--- config.mk ---
export PLATFORM = sky130hd
export DESIGN_NAME = md_sequencer
export DESIGN_NICKNAME = d
export VERILOG_FILES = /design/src/rtl/md_pkg.sv /design/src/rtl/md_addsub.sv /design/src/rtl/md_sequencer.sv
export SDC_FILE = /design/constraint.sdc
export NUM_CORES = 1
export LEC_CHECK = 0
export BUFFER_PORTS_ARGS = -buffer_cell sky130_fd_sc_hd__buf_2
export CORE_MARGIN = 1.5
export CORE_UTILIZATION = 54
export DETAILED_ROUTE_END_ITERATION = 10
export GPL_TIMING_DRIVEN = 1
export PLACE_DENSITY = 0.8
export SLEW_MARGIN = 20
export SYNTH_ARGS = -nofsm -noshare
export SYNTH_HDL_FRONTEND = slang
export SYNTH_HIERARCHICAL = 1
export SYNTH_SLANG_ARGS = --single-unit
--- constraint.sdc ---
create_clock -name clk -period 7.3 [get_ports clk]
set_clock_uncertainty 0.2 [all_clocks]
set_input_delay 1.825 -clock clk [delete_from_list [all_inputs] [get_ports clk]]
set_output_delay 1.825 -clock clk [all_outputs]
set_load 0.03 [all_outputs]
--- src/rtl/md_pkg.sv ---
// Shared types and constants for the multiply/divide sequencer.
package md_pkg;

    localparam int MD_W     = 32;
    localparam int MD_CNT_W = 6;

    typedef enum logic [1:0] {
        OP_MULTU = 2'd0,
        OP_MULT  = 2'd1,
        OP_DIVU  = 2'd2,
        OP_DIV   = 2'd3
    } md_op_t;

    typedef enum logic [2:0] {
        ST_IDLE = 3'd0,
        ST_PREP = 3'd1,
        ST_ITER = 3'd2,
        ST_FIX  = 3'd3,
        ST_DONE = 3'd4
    } md_state_t;

    // Magnitude of a 32-bit operand; unsigned ops pass the raw value through.
    function automatic logic [MD_W-1:0] md_abs(input logic [MD_W-1:0] v, input logic is_signed);
        return (is_signed && v[MD_W-1]) ? (~v + MD_W'(1)) : v;
    endfunction

endpackage

--- src/rtl/md_addsub.sv ---
// Combinational 33-bit add/subtract shared by the multiply and divide iterations.
module md_addsub
    import md_pkg::*;
(
    input  logic [MD_W:0] x,
    input  logic [MD_W:0] y,
    input  logic          sub,
    output logic [MD_W:0] res,
    output logic          co
);

    // co is the carry out for add and the borrow out for subtract.
    always_comb begin
        if (sub) begin
            {co, res} = {1'b0, x} - {1'b0, y};
        end else begin
            {co, res} = {1'b0, x} + {1'b0, y};
        end
    end

endmodule

--- src/rtl/md_sequencer.sv ---
// Multi-cycle MULT/MULTU/DIV/DIVU sequencer owning HI/LO.
// Divide support is compiled in only when MD_DIV_EN is defined.
module md_sequencer
    import md_pkg::*;
#(
    parameter int ITER = 32
) (
    input  logic            clk,
    input  logic            reset,
    input  logic            start,
    input  md_op_t          op,
    input  logic [MD_W-1:0] a,
    input  logic [MD_W-1:0] b,
    input  logic            flush,
    input  logic            hi_we,
    input  logic            lo_we,
    input  logic [MD_W-1:0] wdata,
    output logic            busy,
    output logic            done,
    output logic            dz,
    output logic [MD_W-1:0] hi,
    output logic [MD_W-1:0] lo
);

    md_state_t             state_reg, state_next;
    md_op_t                op_reg, op_next;
    logic [MD_W-1:0]       a_mag_reg, a_mag_next;
    logic [MD_W-1:0]       b_mag_reg, b_mag_next;
    logic                  sign_q_reg, sign_q_next;
    logic                  dz_flag_reg, dz_flag_next;
    logic [MD_W-1:0]       acc_hi_reg, acc_hi_next;
    logic [MD_W-1:0]       acc_lo_reg, acc_lo_next;
    logic [MD_CNT_W-1:0]   cnt_reg, cnt_next;
    logic [MD_W-1:0]       hi_reg, hi_next;
    logic [MD_W-1:0]       lo_reg, lo_next;
`ifdef MD_DIV_EN
    logic [MD_W-1:0]       a_raw_reg, a_raw_next;
    logic                  sign_r_reg, sign_r_next;
`endif

    logic [MD_W:0]         as_x, as_y, as_res;
    logic                  as_sub, as_co;
    logic [MD_W-1:0]       mcand_add;
    logic [2*MD_W-1:0]     prod, prod_neg;

    assign prod     = {acc_hi_reg, acc_lo_reg};
    assign prod_neg = ~prod + (2*MD_W)'(1);

    // Operand steering for the single shared adder used in ITER.
    always_comb begin
        mcand_add = acc_lo_reg[0] ? b_mag_reg : {MD_W{1'b0}};
        as_x      = {1'b0, acc_hi_reg};
        as_y      = {1'b0, mcand_add};
        as_sub    = 1'b0;
`ifdef MD_DIV_EN
        if (op_reg[1]) begin
            as_x   = {acc_hi_reg, acc_lo_reg[MD_W-1]};
            as_y   = {1'b0, b_mag_reg};
            as_sub = 1'b1;
        end
`endif
    end

    md_addsub u_addsub (
        .x   (as_x),
        .y   (as_y),
        .sub (as_sub),
        .res (as_res),
        .co  (as_co)
    );

`ifndef MD_DIV_EN
    // Without the divider the add never carries out of 33 bits.
    logic unused_as_co;
    assign unused_as_co = as_co;
`endif

    always_comb begin
        state_next   = state_reg;
        op_next      = op_reg;
        a_mag_next   = a_mag_reg;
        b_mag_next   = b_mag_reg;
        sign_q_next  = sign_q_reg;
        dz_flag_next = dz_flag_reg;
        acc_hi_next  = acc_hi_reg;
        acc_lo_next  = acc_lo_reg;
        cnt_next     = cnt_reg;
        hi_next      = hi_reg;
        lo_next      = lo_reg;
`ifdef MD_DIV_EN
        a_raw_next   = a_raw_reg;
        sign_r_next  = sign_r_reg;
`endif

        case (state_reg)
            ST_IDLE: begin
                if (hi_we) hi_next = wdata;
                if (lo_we) lo_next = wdata;
                if (start && !flush) begin
                    op_next     = op;
                    a_mag_next  = md_abs(a, op[0]);
                    b_mag_next  = md_abs(b, op[0]);
                    sign_q_next = op[0] & (a[MD_W-1] ^ b[MD_W-1]);
`ifdef MD_DIV_EN
                    a_raw_next   = a;
                    sign_r_next  = op[0] & a[MD_W-1];
                    dz_flag_next = op[1] && (b == {MD_W{1'b0}});
                    state_next   = ST_PREP;
`else
                    dz_flag_next = op[1];
                    state_next   = op[1] ? ST_DONE : ST_PREP;
`endif
                end
            end

            ST_PREP: begin
                if (flush) begin
                    state_next = ST_IDLE;
                end else begin
                    acc_hi_next = {MD_W{1'b0}};
                    acc_lo_next = a_mag_reg;
                    cnt_next    = MD_CNT_W'(ITER);
                    state_next  = ST_ITER;
                end
            end

            ST_ITER: begin
                if (flush) begin
                    state_next = ST_IDLE;
                end else begin
`ifdef MD_DIV_EN
                    if (op_reg[1]) begin
                        // Restoring step: keep the trial only when no borrow occurred.
                        if (!as_co) begin
                            acc_hi_next = as_res[MD_W-1:0];
                            acc_lo_next = {acc_lo_reg[MD_W-2:0], 1'b1};
                        end else begin
                            acc_hi_next = {acc_hi_reg[MD_W-2:0], acc_lo_reg[MD_W-1]};
                            acc_lo_next = {acc_lo_reg[MD_W-2:0], 1'b0};
                        end
                    end else begin
                        acc_hi_next = as_res[MD_W:1];
                        acc_lo_next = {as_res[0], acc_lo_reg[MD_W-1:1]};
                    end
`else
                    acc_hi_next = as_res[MD_W:1];
                    acc_lo_next = {as_res[0], acc_lo_reg[MD_W-1:1]};
`endif
                    cnt_next = cnt_reg - MD_CNT_W'(1);
                    if (cnt_reg == MD_CNT_W'(1)) state_next = ST_FIX;
                end
            end

            ST_FIX: begin
                if (flush) begin
                    state_next = ST_IDLE;
                end else begin
                    if (op_reg == OP_MULT && sign_q_reg) begin
                        {hi_next, lo_next} = prod_neg;
                    end else begin
                        {hi_next, lo_next} = prod;
                    end
`ifdef MD_DIV_EN
                    if (op_reg[1]) begin
                        if (dz_flag_reg) begin
                            lo_next = {MD_W{1'b1}};
                            hi_next = a_raw_reg;
                        end else begin
                            lo_next = sign_q_reg ? prod_neg[MD_W-1:0] : acc_lo_reg;
                            hi_next = sign_r_reg ? (~acc_hi_reg + MD_W'(1)) : acc_hi_reg;
                        end
                    end
`endif
                    state_next = ST_DONE;
                end
            end

            ST_DONE: state_next = ST_IDLE;

            default: state_next = ST_IDLE;
        endcase
    end

    always_ff @(posedge clk or posedge reset) begin
        if (reset) begin
            state_reg   <= ST_IDLE;
            op_reg      <= OP_MULTU;
            a_mag_reg   <= '0;
            b_mag_reg   <= '0;
            sign_q_reg  <= 1'b0;
            dz_flag_reg <= 1'b0;
            acc_hi_reg  <= '0;
            acc_lo_reg  <= '0;
            cnt_reg     <= '0;
            hi_reg      <= '0;
            lo_reg      <= '0;
`ifdef MD_DIV_EN
            a_raw_reg   <= '0;
            sign_r_reg  <= 1'b0;
`endif
        end else begin
            state_reg   <= state_next;
            op_reg      <= op_next;
            a_mag_reg   <= a_mag_next;
            b_mag_reg   <= b_mag_next;
            sign_q_reg  <= sign_q_next;
            dz_flag_reg <= dz_flag_next;
            acc_hi_reg  <= acc_hi_next;
            acc_lo_reg  <= acc_lo_next;
            cnt_reg     <= cnt_next;
            hi_reg      <= hi_next;
            lo_reg      <= lo_next;
`ifdef MD_DIV_EN
            a_raw_reg   <= a_raw_next;
            sign_r_reg  <= sign_r_next;
`endif
        end
    end

    assign busy = (state_reg == ST_PREP) || (state_reg == ST_ITER) || (state_reg == ST_FIX);
    assign done = (state_reg == ST_DONE);
    assign dz   = (state_reg == ST_DONE) && dz_flag_reg;
    assign hi   = hi_reg;
    assign lo   = lo_reg;

endmodule

==> Implementation_results.wiki, run 1 <==
{| class="wikitable"
! Metric !! Value
|-
| Insertion delay of the later-clocked pin in the worst-skew pair || 0.55 ns
|-
| DR iter-0 viols || 1,680
|-
| Pin count of the biggest net entering global routing || 126
|-
| Clock tree from TritonCTS || done
|-
| Area added between synthesis and finish || 13.01%
|-
| Worst hold path stage count || 2
|-
| Number of placed cells counting well taps || 2,329
|-
| TritonCTS Buffers || 24
|-
| Setup Crit Path Kind || reg -> reg
|-
| Worst-case vdd ir drop || 0.0001745 V
|-
| Clock slew seen by the registers of the worst setup and hold paths || 0.06 ns
|-
| Total routing resource utilization after global routing || 0.3241
|-
| Hold Fails Final Rpt || 0
|-
| Mean number of vias per cell || 6.303
|-
| Antenna violations before repair || 0
|-
| Iteration count of the initial detailed-routing pass || 6
|-
| Time the worst path needs with I/O delays and setup || 4.477 ns
|-
| Mean area per synthesized cell || 8.051 µm²
|-
| Min-delay worst type || reg -> reg
|-
| RSZ-0062 raised after global routing || false
|-
| Routed vias || 14,970
|-
| Wire length per cell after detailed routing || a little over 20 µm
|-
| Number of cells on the worst reg-to-reg path || 13
|-
| Total DRC errors in the routed layout || 0
|-
| Routability congestion estimate || between 1 and 1.5
|-
| Final period util || 0.6133
|-
| Wire length of the first global-routing pass || roughly 74,000 µm
|-
| Via count of the first global-routing pass || roughly 14,000
|-
| Pwr Density || approximately 410 mW/mm²
|-
| Number of post-CTS setup repair buffers || 0
|-
| Number of levels the H-tree was split into || 1
|-
| Result of the run || finished clean
|-
| Number of warnings reported in the yosys synthesis log || 6
|-
| Kind of start point of the critical path || register
|-
| Clock root buffer master || sky130_fd_sc_hd__clkbuf_16
|-
| Post-layout utilization of the core || 0.6181
|-
| Chip width || 170.5 µm
|-
| Detailed-route wire length || 48,200 µm
|-
| Die area || 0.02907 mm²
|-
| Post-CTS sizing || 0
|-
| Critical path data required time || around 7.5 ns
|-
| Total I/O pin count || about 170
|-
| Largest incremental delay on the critical path || slightly below 0.8 ns
|-
| Max-slew violation count || 0
|-
| Share of final-layout standard cells stronger than drive strength 1 || 0.1307
|-
| Mapped Area || 0.01515 mm²
|-
| CTS max path bufs || 3
|-
| # Max-Cap Violations || 0
|-
| Leakage component of the power || 7.715 nW
|-
| Number of cell rows || 61
|-
| Worst-Margin Slew || 1.089 ns
|-
| Worst setup EP type || register
|-
| Hold slack || roughly 0.27 ns
|-
| Antenna cells || 0
|-
| Fin cells || 2,375
|-
| Setup Viol. Count Final || 0
|-
| DP Area || 0.01614 mm²
|-
| Crit-path slowest cell || sky130_fd_sc_hd__dfrtp_1
|-
| Slew headroom || 0.2742
|-
| DP Wirelength || approximately 35,000 µm
|-
| Highest fanout seen on the critical path || 37
|-
| Net count reported at finish || 2,155
|-
| Layout Cell Area excl Fill || ~0.017 mm²
|-
| Count of input and output buffers || 170
|-
| Setup slack after placement || 2.943 ns
|-
| Sink Count || between 200 and 250
|-
| Cell chain of the critical path || and2_1 -> ha_1 -> fa_1 -> nor2b_2 -> o311ai_2 -> a2111oi_4 -> o311ai_1 -> nand4_1 -> a41oi_1 -> o41a_1 -> a211oi_2 -> xnor2_1 -> a22o_1
|-
| Remaining antenna violation count after routing || 0
|-
| Placeable core area || 0.02771 mm²
|-
| Achievable clock frequency || 223.4 MHz
|-
| Setup tns final || 0 ns
|-
| Cts hold-fix bufs || 0
|-
| Data arrival, critical path || between 4 and 5 ns
|-
| Grt ovf || 0
|-
| Fillers || approximately 2,400
|-
| Initial core utilization || 0.5469
|-
| Total power consumption of the routed design || 6.971 mW
|-
| Smallest setup slack after layout || roughly 2.8 ns
|-
| DIE HEIGHT || 170.5 µm
|-
| Mapped Cells || 1,882
|}
[power by group]
group | total, mW | internal (mW) | switching, mW | leakage [nW]
logic | 3.53 | 1.30 | 2.24 | 4.73
registers | 1.99 | 1.44 | 0.554 | 2.54
clock network | 1.44 | 0.911 | 0.531 | 0.450
total | 6.97 | 3.65 | 3.32 | 7.72
[cell type report]
cell class              count  area [µm²]  share of cell area
clock inverters            15       299.0             0.01746
flip-flops and latches    204        5105              0.2981
clock buffers              29       639.4             0.03734
multi-input cells        1478        9293              0.5427
repair buffers            183       980.9             0.05728
inverters                  88       334.1             0.01951
well taps                 378       473.0             0.02762
[per-layer routing]
metal,part of all wire,up-vias,global-route usage
met5,0,-,0
li1,-,6901,-
met4,0.031,0,0.1077
met1,0.43,7160,0.4532
met3,0.099,116,0.05852
met2,0.44,792,0.5065
[critical path, delay by kind of cell, from the launching register on]
family / cells / cell delay [ns]
and+or+nand+nor: 3 / 0.77
xor gates and xnor gates: 1 / 0.13
DFF: 1 / 0.78
AOI/OAI and AO/OA: 7 / 1.85
adders and majority gates: 2 / 0.63
[placed cells by master, fill, tap and decap left out, types with 42 or more instances in the layout]
cell type	n
sky130_fd_sc_hd__nand2_1	217
sky130_fd_sc_hd__dfrtp_1	204
sky130_fd_sc_hd__o21ai_0	197
sky130_fd_sc_hd__buf_2	170
sky130_fd_sc_hd__nor2_1	166
sky130_fd_sc_hd__a21oi_1	126
sky130_fd_sc_hd__xnor2_1	95
sky130_fd_sc_hd__inv_1	85
sky130_fd_sc_hd__ha_1	70
sky130_fd_sc_hd__nor3_1	59
sky130_fd_sc_hd__xor2_1	44
sky130_fd_sc_hd__mux2i_1	42
[path summary, 6_finish.rpt]
path,from,end,slack (ns)
max,acc_lo_reg[0],acc_hi_reg[27],2.82
min,lo[16],lo[16],0.27
max reg2reg,acc_lo_reg[0],acc_hi_reg[27],2.82
min reg2reg,lo[16],lo[16],0.27
max in group asynchronous,reset,a_mag_reg[7],4.13
min in group asynchronous,reset,hi[21],1.30
No activity file was read; power rests on OpenSTA's default activity.
==> inputs of run 2 (changes only) <==
==> constraint.sdc (replaced) <==
create_clock -name clk -period 4.1 [get_ports clk]
set_clock_uncertainty 0.2 [all_clocks]
set_input_delay 1.025 -clock clk [delete_from_list [all_inputs] [get_ports clk]]
set_output_delay 1.025 -clock clk [all_outputs]
set_load 0.03 [all_outputs]
==> Implementation_results.wiki, run 2 (same netlist as run 1, synthesis figures left out) <==
{| class="wikitable"
! Metric !! Value
|-
| Mean number of vias per cell || 6.260 (-0.68%)
|-
| DP Wirelength || 36,230 µm (+2.3%)
|-
| Switching Share || 0.4815 (+0.004943)
|-
| Clock tree from TritonCTS || done
|-
| Detailed-route wire length || 47,930 µm (-0.57%)
|-
| Total routing resource utilization after global routing || 0.3271 (+0.002998)
|-
| Switching power || 5.852 mW (+76%)
|-
| TritonCTS Buffers || 24 (unchanged)
|-
| DIE HEIGHT || 170.5 µm (unchanged)
|-
| Chip width || 170.5 µm (unchanged)
|-
| Fillers || 2,424 (-0.94%)
|-
| Pwr Density || 707.2 mW/mm² (+74%)
|-
| Area added between synthesis and finish || 13.40%
|-
| Initial core utilization || 0.5469 (unchanged)
|-
| Worst-Margin Slew || 1.112 ns (+0.02314 ns)
|-
| Wire length of the first global-routing pass || 74,750 µm (+0.85%)
|-
| Routed vias || 15,000 (+0.20%)
|-
| Sink Count || 204 (unchanged)
|-
| Number of levels the H-tree was split into || 1 (unchanged)
|-
| Count of input and output buffers || 170 (unchanged)
|-
| Remaining antenna violation count after routing || 0 (unchanged)
|-
| Fin cells || 2,396 (+0.88%)
|-
| Total DRC errors in the routed layout || 0 (unchanged)
|-
| Insertion delay of the later-clocked pin in the worst-skew pair || 0.54 ns (about the same)
|-
| Critical path data required time || 4.31 ns (-3.23 ns)
|-
| Leakage component of the power || 7.772 nW (+0.74%)
|-
| Grt ovf || 0 (unchanged)
|-
| DR iter-0 viols || 1,632 (-2.9%)
|-
| Data arrival, critical path || 4.00 ns (-0.71 ns)
|-
| Share of final-layout standard cells stronger than drive strength 1 || 0.1407 (+0.01004)
|-
| Total I/O pin count || 171 (unchanged)
|-
| Clock slew seen by the registers of the worst setup and hold paths || 0.06 ns (about the same)
|-
| Time the worst path needs with I/O delays and setup || 3.787 ns (-0.6899 ns)
|-
| Routability congestion estimate || 0.9856 (-3.9%)
|-
| Clock share of power || 0.185 (-0.022)
|-
| Kind of start point of the critical path || register
|-
| RSZ-0062 raised after global routing || false
|-
| Commonest non-fill, non-tap cell in the layout || sky130_fd_sc_hd__nand2_1
|-
| Number of placed cells counting well taps || 2,352 (+0.99%)
|-
| Setup tns final || 0 ns (unchanged)
|-
| Setup Viol. Count Final || 0 (unchanged)
|-
| Via count of the first global-routing pass || 13,810 (+1.3%)
|-
| Setup Crit Path Kind || reg -> reg
|-
| Sequential share of power || 0.285 (about the same)
|-
| Min-delay worst type || reg -> reg
|-
| Worst setup EP type || register
|-
| CTS max path bufs || 3 (unchanged)
|-
| Number of cell rows || 61 (unchanged)
|-
| Placeable core area || 0.02771 mm² (unchanged)
|-
| Result of the run || finished clean
|-
| Cts hold-fix bufs || 0 (unchanged)
|-
| Final period util || 0.9237 (+0.3104)
|-
| Net count reported at finish || 2,176 (+0.97%)
|-
| Max-slew violation count || 0 (unchanged)
|-
| Int Power || 6.300 mW (+73%)
|-
| Worst-case vdd ir drop || 0.0003302 V (+89%)
|-
| DP Area || 0.01634 mm² (+1.3%)
|-
| Slew headroom || 0.2579 (-0.01622)
|-
| Iteration count of the initial detailed-routing pass || 6 (unchanged)
|-
| Layout Cell Area excl Fill || 0.01718 mm² (+0.34%)
|-
| Hold Fails Final Rpt || 0 (unchanged)
|-
| Commonest cells after routing, fill and taps aside || sky130_fd_sc_hd__nand2_1, sky130_fd_sc_hd__dfrtp_1, sky130_fd_sc_hd__o21ai_0, sky130_fd_sc_hd__buf_2, sky130_fd_sc_hd__nor2_1
|-
| Clock root buffer master || sky130_fd_sc_hd__clkbuf_16
|-
| Combinational power share || 0.530 (+0.023)
|-
| Total power consumption of the routed design || 12.15 mW (+74%)
|-
| Pin count of the biggest net entering global routing || 104 (-17%)
|-
| Wire length per cell after detailed routing || 20.00 µm (-1.4%)
|-
| Highest fanout seen on the critical path || 27 (-27%)
|-
| Antenna violations before repair || 0 (unchanged)
|-
| Die area || 0.02907 mm² (unchanged)
|-
| # Max-Cap Violations || 0 (unchanged)
|-
| Antenna cells || 0 (unchanged)
|-
| Achievable clock frequency || 264.0 MHz (+18%)
|}
run 2: per-layer routing:
layer / share of wire / GRT usage / routed length [µm] / vias to the layer above
met5: 0 / 0 / 0 / -
met4: 0.033 / 0.1031 / 1559 / 0
met3: 0.086 / 0.04580 / 4123 / 132
met2: 0.44 / 0.5077 / 21100 / 751
met1: 0.44 / 0.4713 / 21140 / 7152
li1: - / - / - / 6964
run 2: layout make-up:
class                           count  area [µm²]  area share
Multi-Input combinational cell   1478        9295      0.5410
Clock inverter                     14       168.9    0.009830
Clock buffer                       30       663.1     0.03859
Tap cell                          378       473.0     0.02753
Inverter                           88       334.1     0.01944
Sequential cell                   204        5105      0.2971
Timing Repair Buffer              204        1144     0.06656
run 2: critical path: stages (launching register included):
cell,delay (ns)
sky130_fd_sc_hd__dfrtp_1,0.40
sky130_fd_sc_hd__buf_4,0.26
sky130_fd_sc_hd__and2_1,0.18
sky130_fd_sc_hd__inv_1,0.05
sky130_fd_sc_hd__ha_1,0.45
sky130_fd_sc_hd__nor2b_1,0.10
sky130_fd_sc_hd__nor4b_1,0.27
sky130_fd_sc_hd__nor4_1,0.08
sky130_fd_sc_hd__a21oi_1,0.37
sky130_fd_sc_hd__a31oi_1,0.23
sky130_fd_sc_hd__o2111ai_2,0.38
sky130_fd_sc_hd__a211oi_1,0.12
sky130_fd_sc_hd__o31ai_1,0.27
sky130_fd_sc_hd__xnor2_1,0.10
sky130_fd_sc_hd__a22o_1,0.19
run 2: through the flow:
step             util  worst slack, ns  hold slack (ns)
3_5_place_dp   0.5899           0.3429           0.2624
4_1_cts        0.6199           0.3357           0.2749
6_report       0.6202           0.3128           0.2680
2_1_floorplan       -           0.2307           0.2380
5_1_grt        0.6202          0.02969           0.2979
3_3_place_gp   0.5899           0.4192           0.2527
run 2: timing repair:
item                       CTS  global route
gates resized for setup      0             1
setup buffers                0             0
setup endpoints to repair    0             2
run 2: power groups by stage:
stage,Combinational [mW],Sequential (mW),Clock [mW]
after floorplan,4.42,3.31,0
after global placement,6.12,3.42,0
after detailed placement,6.19,3.46,0
after CTS,6.23,3.43,2.26
after global routing,7.03,3.53,2.34
final,6.44,3.46,2.25
run 2: final timing paths:
path                          startpoint             end  slack, ns  cells after the start
max                        acc_lo_reg[0]  acc_hi_reg[28]       0.31                     14
min                         b_mag_reg[6]    b_mag_reg[6]       0.27                      2
max reg2reg                acc_lo_reg[0]  acc_hi_reg[28]       0.31                     14
min reg2reg                 b_mag_reg[6]    b_mag_reg[6]       0.27                      2
max in group asynchronous          reset  acc_lo_reg[20]       2.76                      3
min in group asynchronous          reset          hi[16]       0.42                      3
